[config.mk]
export PLATFORM = sky130hd
export DESIGN_NAME = mu0_control
export DESIGN_NICKNAME = d
export VERILOG_FILES = /design/src/rtl/mu0_pkg.sv /design/src/rtl/mu0_decode.sv /design/src/rtl/mu0_control.sv
export SDC_FILE = /design/constraint.sdc
export NUM_CORES = 1
export LEC_CHECK = 0
export CAP_MARGIN = 5
export CORE_AREA = 2 2 39 41
export CTS_BUF_LIST = sky130_fd_sc_hd__clkbuf_8 sky130_fd_sc_hd__clkbuf_16
export DETAILED_ROUTE_END_ITERATION = 6
export DIE_AREA = 0 0 41 43
export SLEW_MARGIN = 0
export SYNTH_ARGS = -nofsm -noshare
export SYNTH_HDL_FRONTEND = slang
export SYNTH_SLANG_ARGS = --single-unit
[constraint.sdc]
create_clock -name Clk -period 1.85 [get_ports Clk]
set_clock_uncertainty 0.15 [all_clocks]
set_input_delay 0.37 -clock Clk [delete_from_list [all_inputs] [get_ports Clk]]
set_output_delay 0.37 -clock Clk [all_outputs]
set_load 0.005 [all_outputs]
[src/rtl/mu0_pkg.sv]
// Shared definitions for the MU0 control unit: opcodes, ALU codes, states, mux selects.
package mu0_pkg;

    typedef enum logic [1:0] {
        ST_FETCH = 2'b00,
        ST_EXEC  = 2'b01,
        ST_HALT  = 2'b10
    } state_t;

    localparam logic [3:0] OP_LDA = 4'h0;
    localparam logic [3:0] OP_STO = 4'h1;
    localparam logic [3:0] OP_ADD = 4'h2;
    localparam logic [3:0] OP_SUB = 4'h3;
    localparam logic [3:0] OP_JMP = 4'h4;
    localparam logic [3:0] OP_JGE = 4'h5;
    localparam logic [3:0] OP_JNE = 4'h6;
    localparam logic [3:0] OP_STP = 4'h7;

    localparam logic [1:0] ALU_Y   = 2'b00;
    localparam logic [1:0] ALU_ADD = 2'b01;
    localparam logic [1:0] ALU_INC = 2'b10;
    localparam logic [1:0] ALU_SUB = 2'b11;

    localparam logic X_ACC = 1'b0;
    localparam logic X_PC  = 1'b1;
    localparam logic Y_MEM = 1'b0;
    localparam logic Y_IR  = 1'b1;
    localparam logic A_PC  = 1'b0;
    localparam logic A_IR  = 1'b1;

    typedef struct packed {
        logic       x_sel;
        logic       y_sel;
        logic       addr_sel;
        logic       pc_en;
        logic       ir_en;
        logic       acc_en;
        logic [1:0] m;
        logic       rd;
        logic       wr;
        logic       fetch;
        logic       halted;
    } ctrl_t;

endpackage

[src/rtl/mu0_decode.sv]
// Combinational decode of (state, opcode, flags) into datapath controls,
// before the enables are qualified by the wait-state last cycle.
module mu0_decode
    import mu0_pkg::*;
(
    input  state_t     state,
    input  logic [3:0] f,
    input  logic       n,
    input  logic       z,
    output ctrl_t      ctrl
);

    logic jump;

    always_comb begin
        ctrl = '0;
        jump = 1'b0;
        case (state)
            ST_FETCH: begin
                ctrl.addr_sel = A_PC;
                ctrl.rd       = 1'b1;
                ctrl.x_sel    = X_PC;
                ctrl.m        = ALU_INC;
                ctrl.ir_en    = 1'b1;
                ctrl.pc_en    = 1'b1;
                ctrl.fetch    = 1'b1;
            end
            ST_EXEC: begin
                case (f)
                    OP_LDA: begin
                        ctrl.addr_sel = A_IR;
                        ctrl.rd       = 1'b1;
                        ctrl.y_sel    = Y_MEM;
                        ctrl.m        = ALU_Y;
                        ctrl.acc_en   = 1'b1;
                    end
                    OP_STO: begin
                        ctrl.addr_sel = A_IR;
                        ctrl.wr       = 1'b1;
                        ctrl.x_sel    = X_ACC;
                    end
                    OP_ADD, OP_SUB: begin
                        ctrl.addr_sel = A_IR;
                        ctrl.rd       = 1'b1;
                        ctrl.x_sel    = X_ACC;
                        ctrl.y_sel    = Y_MEM;
                        ctrl.m        = (f == OP_ADD) ? ALU_ADD : ALU_SUB;
                        ctrl.acc_en   = 1'b1;
                    end
                    OP_JMP:  jump = 1'b1;
                    OP_JGE:  jump = ~n;
                    OP_JNE:  jump = ~z;
                    default: jump = 1'b0;
                endcase
                // An untaken conditional jump drives nothing at all.
                if (jump) begin
                    ctrl.y_sel = Y_IR;
                    ctrl.m     = ALU_Y;
                    ctrl.pc_en = 1'b1;
                end
            end
            ST_HALT: ctrl.halted = 1'b1;
            default: ctrl = '0;
        endcase
    end

endmodule

[src/rtl/mu0_control.sv]
// MU0 sequencer: fetch/execute state machine with optional memory wait states.
// Each non-halt state is held MEM_WAIT+1 cycles; register enables fire on the last one.
module mu0_control
    import mu0_pkg::*;
#(
    parameter int unsigned MEM_WAIT = 0
) (
    input  logic       Clk,
    input  logic       Reset,
    input  logic [3:0] F,
    input  logic       N,
    input  logic       Z,
    output logic       X_sel,
    output logic       Y_sel,
    output logic       Addr_sel,
    output logic       PC_En,
    output logic       IR_En,
    output logic       Acc_En,
    output logic [1:0] M,
    output logic       Rd,
    output logic       Wr,
    output logic       Fetch,
    output logic       Halted
);

    localparam logic [3:0] WAIT_LAST = 4'(MEM_WAIT);

    state_t     state;
    state_t     state_next;
    logic [3:0] wait_cnt;
    logic       last;
    ctrl_t      dec;
    ctrl_t      ctrl;

    assign last = (wait_cnt == WAIT_LAST);

    mu0_decode u_decode (
        .state (state),
        .f     (F),
        .n     (N),
        .z     (Z),
        .ctrl  (dec)
    );

    always_ff @(posedge Clk) begin
        if (Reset) begin
            state    <= ST_FETCH;
            wait_cnt <= '0;
        end else begin
            state <= state_next;
            if (last || state == ST_HALT)
                wait_cnt <= '0;
            else
                wait_cnt <= wait_cnt + 4'd1;
        end
    end

    always_comb begin
        state_next = state;
        case (state)
            ST_FETCH: if (last) state_next = ST_EXEC;
            ST_EXEC:  if (last) state_next = (F == OP_STP) ? ST_HALT : ST_FETCH;
            ST_HALT:  state_next = ST_HALT;
            default:  state_next = ST_FETCH;
        endcase
    end

    always_comb begin
        ctrl = dec;
        ctrl.pc_en  = dec.pc_en  & last;
        ctrl.ir_en  = dec.ir_en  & last;
        ctrl.acc_en = dec.acc_en & last;
        if (Reset)
            ctrl = '0;
    end

    assign X_sel    = ctrl.x_sel;
    assign Y_sel    = ctrl.y_sel;
    assign Addr_sel = ctrl.addr_sel;
    assign PC_En    = ctrl.pc_en;
    assign IR_En    = ctrl.ir_en;
    assign Acc_En   = ctrl.acc_en;
    assign M        = ctrl.m;
    assign Rd       = ctrl.rd;
    assign Wr       = ctrl.wr;
    assign Fetch    = ctrl.fetch;
    assign Halted   = ctrl.halted;

endmodule

==> impl_metrics.yaml, run 1 <==
layout:
  regArea_sq_um: 123
  multi_input_area_sq_um: 299
  drive_gt1_frac: 0.544
  antennaDiodeCount: 0
  nFillCells: 140
  area_growth_pct: 103
  nNetsFinal: 102
  stdcell_area_sq_um: 798
  final_util: 0.577
worst_setup_path:
  cp_slowest_cell: "or4b_4"
  required_ps: 1330
  cp_cell_sequence: "buf_2 > or4b_4 > buf_6 > nor2_4 > and3_1 > buf_2"
  cp_common_cell: "buf_2"
  r2r_cells: 8
  worstSetupEndpointType: "output port"
  r2r-end: "wait_cnt[3]"
  worstPathArrival_ps: 1490
  slowest_delay_ps: 530
  critPathKind: "input pin to output port"
  r2r_slack_ps: 200
  r2r_start: "wait_cnt[1]"
  cp-start-kind: "input pin"
  path_max_fanout: 3
clock_tree:
  clkSinkCount: 6
  cts_buffers: 3
  cts_hold_buf: 0
  cts-root-buf: "clkbuf_8"
  clk_latency_ps: 220
  htree_levels: 1
  clock_path_buffers: 2
  cts_tree: "yes"
  clkSlewWorstSetupHoldPaths_ps: 40
synthesis:
  synth_seq_area_share: 0.305
  synth_enable_flop_cells: 0
  syn_nets: 60
  ys_ff_latch: 6
  synthFlopType: "dfxtp_1"
  yosys.cell_count.top_type: "nor2_1"
  yosys-top-cells-count: "nor2_1, dfxtp_1, nor3_1"
  yosysUniqueCellTypes: 25
  synth_top_area_frac: 0.305
  synthTopCellsByArea: "dfxtp_1, nor2_1, nor3_1"
  yosysWarnings: 0
  syn_inst: 50
  synth_area_sq_um: 394
  syn_area_per_cell_sq_um: 7.88
  synthArstFlopShare: 0
  synth_area_leader_cell: "dfxtp_1"
global_route:
  grt_max_degree: 8
  grt.overflow.total: 0
  grt_pass1_vias: 442
  track_usage: 0.155
  antenna_found_initial: 0
  grt_pass1_wl_microns: 1790
route:
  vias: 499
  routed_wl_microns: 1230
  routed.top_layer: "met4"
  route.met2.wl_microns: 662
  viasPerCell: 4.71
  drtIter0Drc: 1
  wl_per_cell_microns: 11.6
  first_pass_iters: 2
  route.met3.wl_microns: 110
  postRouteAntennaNets: 0
  wl_met1_microns: 451
  drc: 0
sta:
  fin_ws_ps: -158
  layout_min_cycle_time_ps: 2010
  finalHoldViolCount: 0
  timing.final.crit_share: 1.09
  finalSetupViolCount: 5
  tightest_slew_ps: 188
  maxSlewViolCount: 0
  slew_headroom: 0.874
  fmax_mhz: 498
  rsz0062_at_grt: "true"
  finalSetupTns_ps: -539
status:
  status: "finished with violations"
  violations: "negative setup slack"
floorplanning:
  die_w_microns: 41
  ioPinCount: 20
  dieArea_sq_um: 1760
  die_y_microns: 43
  start_util: 0.285
  fp-row-count: 14
  core-area_sq_um: 1380
power:
  vdd.ir_drop.worst_mv: 0.412
  pwr_density_cell_nw_per_um2: 524
  finalPower_mw: 0.418
  leakage_nw: 0.392
run:
  maxCapViolCount: 0
min_path:
  min_to: "state[0]"
  worstHoldPathCells: 3
  hp-class: "input pin to flip-flop"
  min-delay-start: "Reset"
placement:
  port_buffers: 19
  postPlaceCellArea_sq_um: 704
  gp_congestion: 0.670
  dp_hpwl_microns: 875
where the power goes:
part	switching [mW]	internal (mW)	total, mW	leakage, nW
Clock	0.0578	0.140	0.198	0.0216
Sequential	0.000909	0.132	0.133	0.0497
Combinational	0.0385	0.0488	0.0873	0.321
flip-flops by register name, summed over array words and instances (netlist names):
name / cells
state: 2
wait_cnt: 4
worst max path at each step:
stage               slack (ps)     start  endpoint  cells past startpoint
floorplan                   50     Reset    Acc_En                      4
global placement          -740      F[3]    Acc_En                      5
detailed placement        -770      F[3]    Acc_En                      5
CTS                       -220  state[1]    Acc_En                      5
global route              -230  state[1]    Acc_En                      5
finish                    -160      F[3]    Acc_En                      6
layout make-up:
type | instances | share of cell area
inverters | 4 | 0.0188
multi-input cells | 38 | 0.375
repair buffers | 39 | 0.376
clock buffers | 3 | 0.0517
well taps | 16 | 0.0251
flip-flops and latches | 6 | 0.154
worst max-delay path: cells and delay by family:
family	cells	cell delay, ps
buffers and inverters	3	340
AND/OR/NAND/NOR	3	760
metal layers:
metal,vias to the layer above,global-route usage
li1,256,-
met1,223,0.149
met2,18,0.272
met3,2,0.0314
met4,0,0.100
met5,-,0
cells in the final DEF (no fill, tap or decap), types with 2 or more instances in the layout:
master           synthesis  routed
dfxtp_2                  0       2
clkbuf_8                 0       3
clkdlybuf4s50_1          0       2
buf_6                    0       3
nor2_2                   0       2
inv_1                    4       2
buf_4                    1      18
dfxtp_1                  6       4
xnor2_1                  2       2
dlygate4sd2_1            0       7
nor3_1                   6       5
inv_2                    0       2
nor2_1                   9       7
buf_2                    0       8
cells by family (layout without fill, tap and decap cells):
family,after synthesis,after routing,share of synthesized area
simple gates,26,26,0.378
compound gates,7,7,0.117
flops,6,6,0.305
buf+inv,6,46,0.0698
xor+xnor,3,3,0.0667
fa+ha+maj,2,2,0.0635
per-stage QoR:
stage | std cells | hold WS, ps | setup WS, ps
detailed placement | 98 | 364 | -766
floorplan | 50 | 280 | 47.3
global route | 106 | 356 | -228
CTS | 106 | 350 | -221
finish | 106 | 345 | -158
global placement | 98 | 358 | -744
repair_timing:
action / in CTS / in global routing
gates resized for setup: 57 / 8
pin swaps: 7 / 5
buffers inserted: 5 / 0
endpoints found under the setup margin: 12 / 7
Power figures use the tool's default switching activity.
==> run 2: changes to the inputs <==
--- a/config.mk
+++ b/config.mk
@@ -10,6 +10,7 @@
 export CTS_BUF_LIST = sky130_fd_sc_hd__clkbuf_8 sky130_fd_sc_hd__clkbuf_16
 export DETAILED_ROUTE_END_ITERATION = 6
 export DIE_AREA = 0 0 41 43
+export GPL_ROUTABILITY_DRIVEN = 0
 export SLEW_MARGIN = 0
 export SYNTH_ARGS = -nofsm -noshare
 export SYNTH_HDL_FRONTEND = slang
==> results of run 2 <==
No change in the layout: final DEF, timing and power equal those of run 1.
==> run 3: changes to the inputs <==
--- a/config.mk
+++ b/config.mk
@@ -11,7 +11,9 @@
 export DETAILED_ROUTE_END_ITERATION = 6
 export DIE_AREA = 0 0 41 43
 export GPL_ROUTABILITY_DRIVEN = 0
+export PLACE_DENSITY = 0.69
 export SLEW_MARGIN = 0
 export SYNTH_ARGS = -nofsm -noshare
 export SYNTH_HDL_FRONTEND = slang
+export SYNTH_HIERARCHICAL = 1
 export SYNTH_SLANG_ARGS = --single-unit
==> run 3 against run 2 <==
  * The flow still finishes with violations (negative setup slack)
  * Critical path type is now flip-flop to output port
  * Final cell count is 8.5% higher
  * Combinational power grew 31%
  * Area after synthesis rose by 21%
  * Critical path depth is 1 lower
  * Core utilization grew 8.0 points
  * Via count up 8.2%
  * Routed wire length increased by 7.3%
  * Hold slack improved by 13 ps
  * Global-route usage grew 1.8 points
  * Largest cell class is now multi-input gates
==> impl_metrics.yaml, run 3 <==
synthesis:
  synthArstFlopShare: 0
  syn_area_per_cell_sq_um: 7.95
  yosysUniqueCellTypes: 26
  synth_area_leader_cell: "dfxtp_1"
  synthFlopType: "dfxtp_1"
  synth_enable_flop_cells: 0
  yosys.cell_count.top_type: "nor2b_1"
  yosys-top-cells-count: "nor2b_1, dfxtp_1, nor2_1"
  ys_ff_latch: 6
  synth-simple-area-share: 0.425
  synth_seq_area_share: 0.252
  yosysWarnings: 6
  synth_area_sq_um: 477
  synth-xor-area-share: 0.0551
  synthTopCellsByArea: "dfxtp_1, nor2b_1, ha_1"
  synth_top_area_frac: 0.252
  syn_inst: 60
  synth_compound_area_frac: 0.121
  syn_nets: 70
  synth_top_family_by_area: "simple AND/OR/NAND/NOR gates"
  synth_fa_ha_area_frac: 0.0525
  muxShareOfSynthArea: 0
clock_tree:
  clkSlewWorstSetupHoldPaths_ps: 40
  clock_path_buffers: 2
  cts-root-buf: "clkbuf_8"
  clk_latency_ps: 220
  clkSinkCount: 6
  cts_tree: "yes"
  htree_levels: 1
  cts_buffers: 3
  cts_hold_buf: 0
worst_setup_path:
  required_ps: 1330
  worstPathArrival_ps: 1490
  cp_slowest_cell: "or4b_4"
  cp-start-kind: "flip-flop"
  critPathKind: "flip-flop to output port"
  slowest_delay_ps: 510
  crit_buf_inv: 2
  crit_family: "simple AND/OR/NAND/NOR gates"
  cp_cell_sequence: "or4b_4 > inv_4 > and2_2 > nor2b_2 > buf_2"
  path_max_fanout: 4
  worstSetupEndpointType: "output port"
floorplanning:
  ioPinCount: 20
  fp-row-count: 14
  dieArea_sq_um: 1760
  start_util: 0.344
  die_y_microns: 43
  core-area_sq_um: 1380
  die_w_microns: 41
layout:
  nNetsFinal: 111
  largest_reg_flops: 4
  final_common_cell: "buf_4"
  final_cell_mix: "buf_4, buf_2, buf_6"
  largestRegisters: "wait_cnt x4, state x2"
  largest-register: "wait_cnt"
  antennaDiodeCount: 0
  layoutNonFillerInstCount: 115
  drive_gt1_frac: 0.586
  area_growth_pct: 90.6
  nFillCells: 127
sta:
  finalHoldViolCount: 0
  fin_ws_ps: -157
  timing.final.crit_share: 1.08
  rsz0062_at_grt: "true"
  finalSetupViolCount: 9
  layout_min_cycle_time_ps: 2010
  tightest_slew_ps: 204
  slew_headroom: 0.863
  fmax_mhz: 498
  maxSlewViolCount: 0
power:
  vdd.ir_drop.worst_mv: 0.402
  finalPower_mw: 0.440
  pwr_density_cell_nw_per_um2: 485
  leakage_nw: 0.433
status:
  violations: "negative setup slack"
  status: "finished with violations"
route:
  wl_met1_microns: 476
  viasPerCell: 4.70
  postRouteAntennaNets: 0
  vias: 540
  first_pass_iters: 2
  route.met3.wl_microns: 62
  route.met2.wl_microns: 752
  drc: 0
  wl_per_cell_microns: 11.5
  routed_wl_microns: 1320
  drtIter0Drc: 2
  routed.top_layer: "met4"
global_route:
  grt_max_degree: 10
  grt_pass1_wl_microns: 2080
  antenna_found_initial: 0
  grt.overflow.total: 0
  track_usage: 0.173
  grt_pass1_vias: 537
run:
  maxCapViolCount: 0
placement:
  placed_cells: 104
  dp_hpwl_microns: 888
  port_buffers: 19
  dp_slack_ps: -901
min_path:
  hp-class: "flip-flop to flip-flop"
[run 3: cell count changes in the layout (fill, tap and decap cells not counted), moves of 3 or more]
cell	delta
nor2b_1	+7
buf_6	+5
buf_4	-3
nor3_1	-3
[run 3: power breakdown]
| part | switching, mW | internal, mW | total, mW |
|---|---|---|---|
| clock network | 0.0529 | 0.139 | 0.192 |
| logic | 0.0477 | 0.0667 | 0.114 |
| registers | 0.00132 | 0.132 | 0.134 |
| total | 0.102 | 0.338 | 0.440 |
[run 3: cell families (layout without fill, tap and decap cells)]
family,after synthesis,count (layout)
and+or+nand+nor,32,32
buffers and inverters,10,49
AOI/OAI and AO/OA,7,7
DFF,6,6
xor gates and xnor gates,3,3
adders and majority gates,2,2
[run 3: final cells by class]
type	count	area, sq um	share of cell area
multi-input combinational	44	389	0.428
timing repair buffer	39	305	0.336
sequential	6	124	0.136
clock buffer	3	41.3	0.0455
inverter	7	28.8	0.0317
tap	16	20.0	0.0220
[run 3: metal layers]
layer / up-vias / track usage
li1: 274 / -
met1: 246 / 0.177
met2: 16 / 0.297
met3: 4 / 0.0262
met4: 0 / 0.113
met5: - / 0
[run 3: stage by stage]
stage	TNS (ps)	area, sq um	utilization	hold WS, ps
4_1_cts	-987	872	0.630	361
3_3_place_gp	-7480	758	0.548	361
5_1_grt	-1450	908	0.656	391
2_1_floorplan	0	477	-	280
6_report	-937	908	0.656	358
3_5_place_dp	-7700	758	0.548	360
[run 3: final timing paths]
check | start | slack, ps | cells past startpoint | end
max reg2reg | wait_cnt[0] | 230 | 8 | wait_cnt[1]
min | wait_cnt[0] | 360 | 2 | wait_cnt[0]
max | state[1] | -160 | 5 | M[0]
min reg2reg | wait_cnt[0] | 360 | 2 | wait_cnt[0]
[run 3: what timing repair did]
action | 4_1_cts | 5_1_grt
resized for setup | 77 | 8
pin swaps | 11 | 6
buffers inserted | 6 | 3
setup endpoints to repair | 12 | 10
hold endpoints to repair | 0 | 0
[run 3: worst register-to-register path, stage by stage, from the launching register on]
cell	delay (ps)
dfxtp_2	320
inv_2	40
ha_4	140
nor3b_4	140
buf_4	130
buf_4	120
buf_4	130
a211o_1	280
nor2_1	100
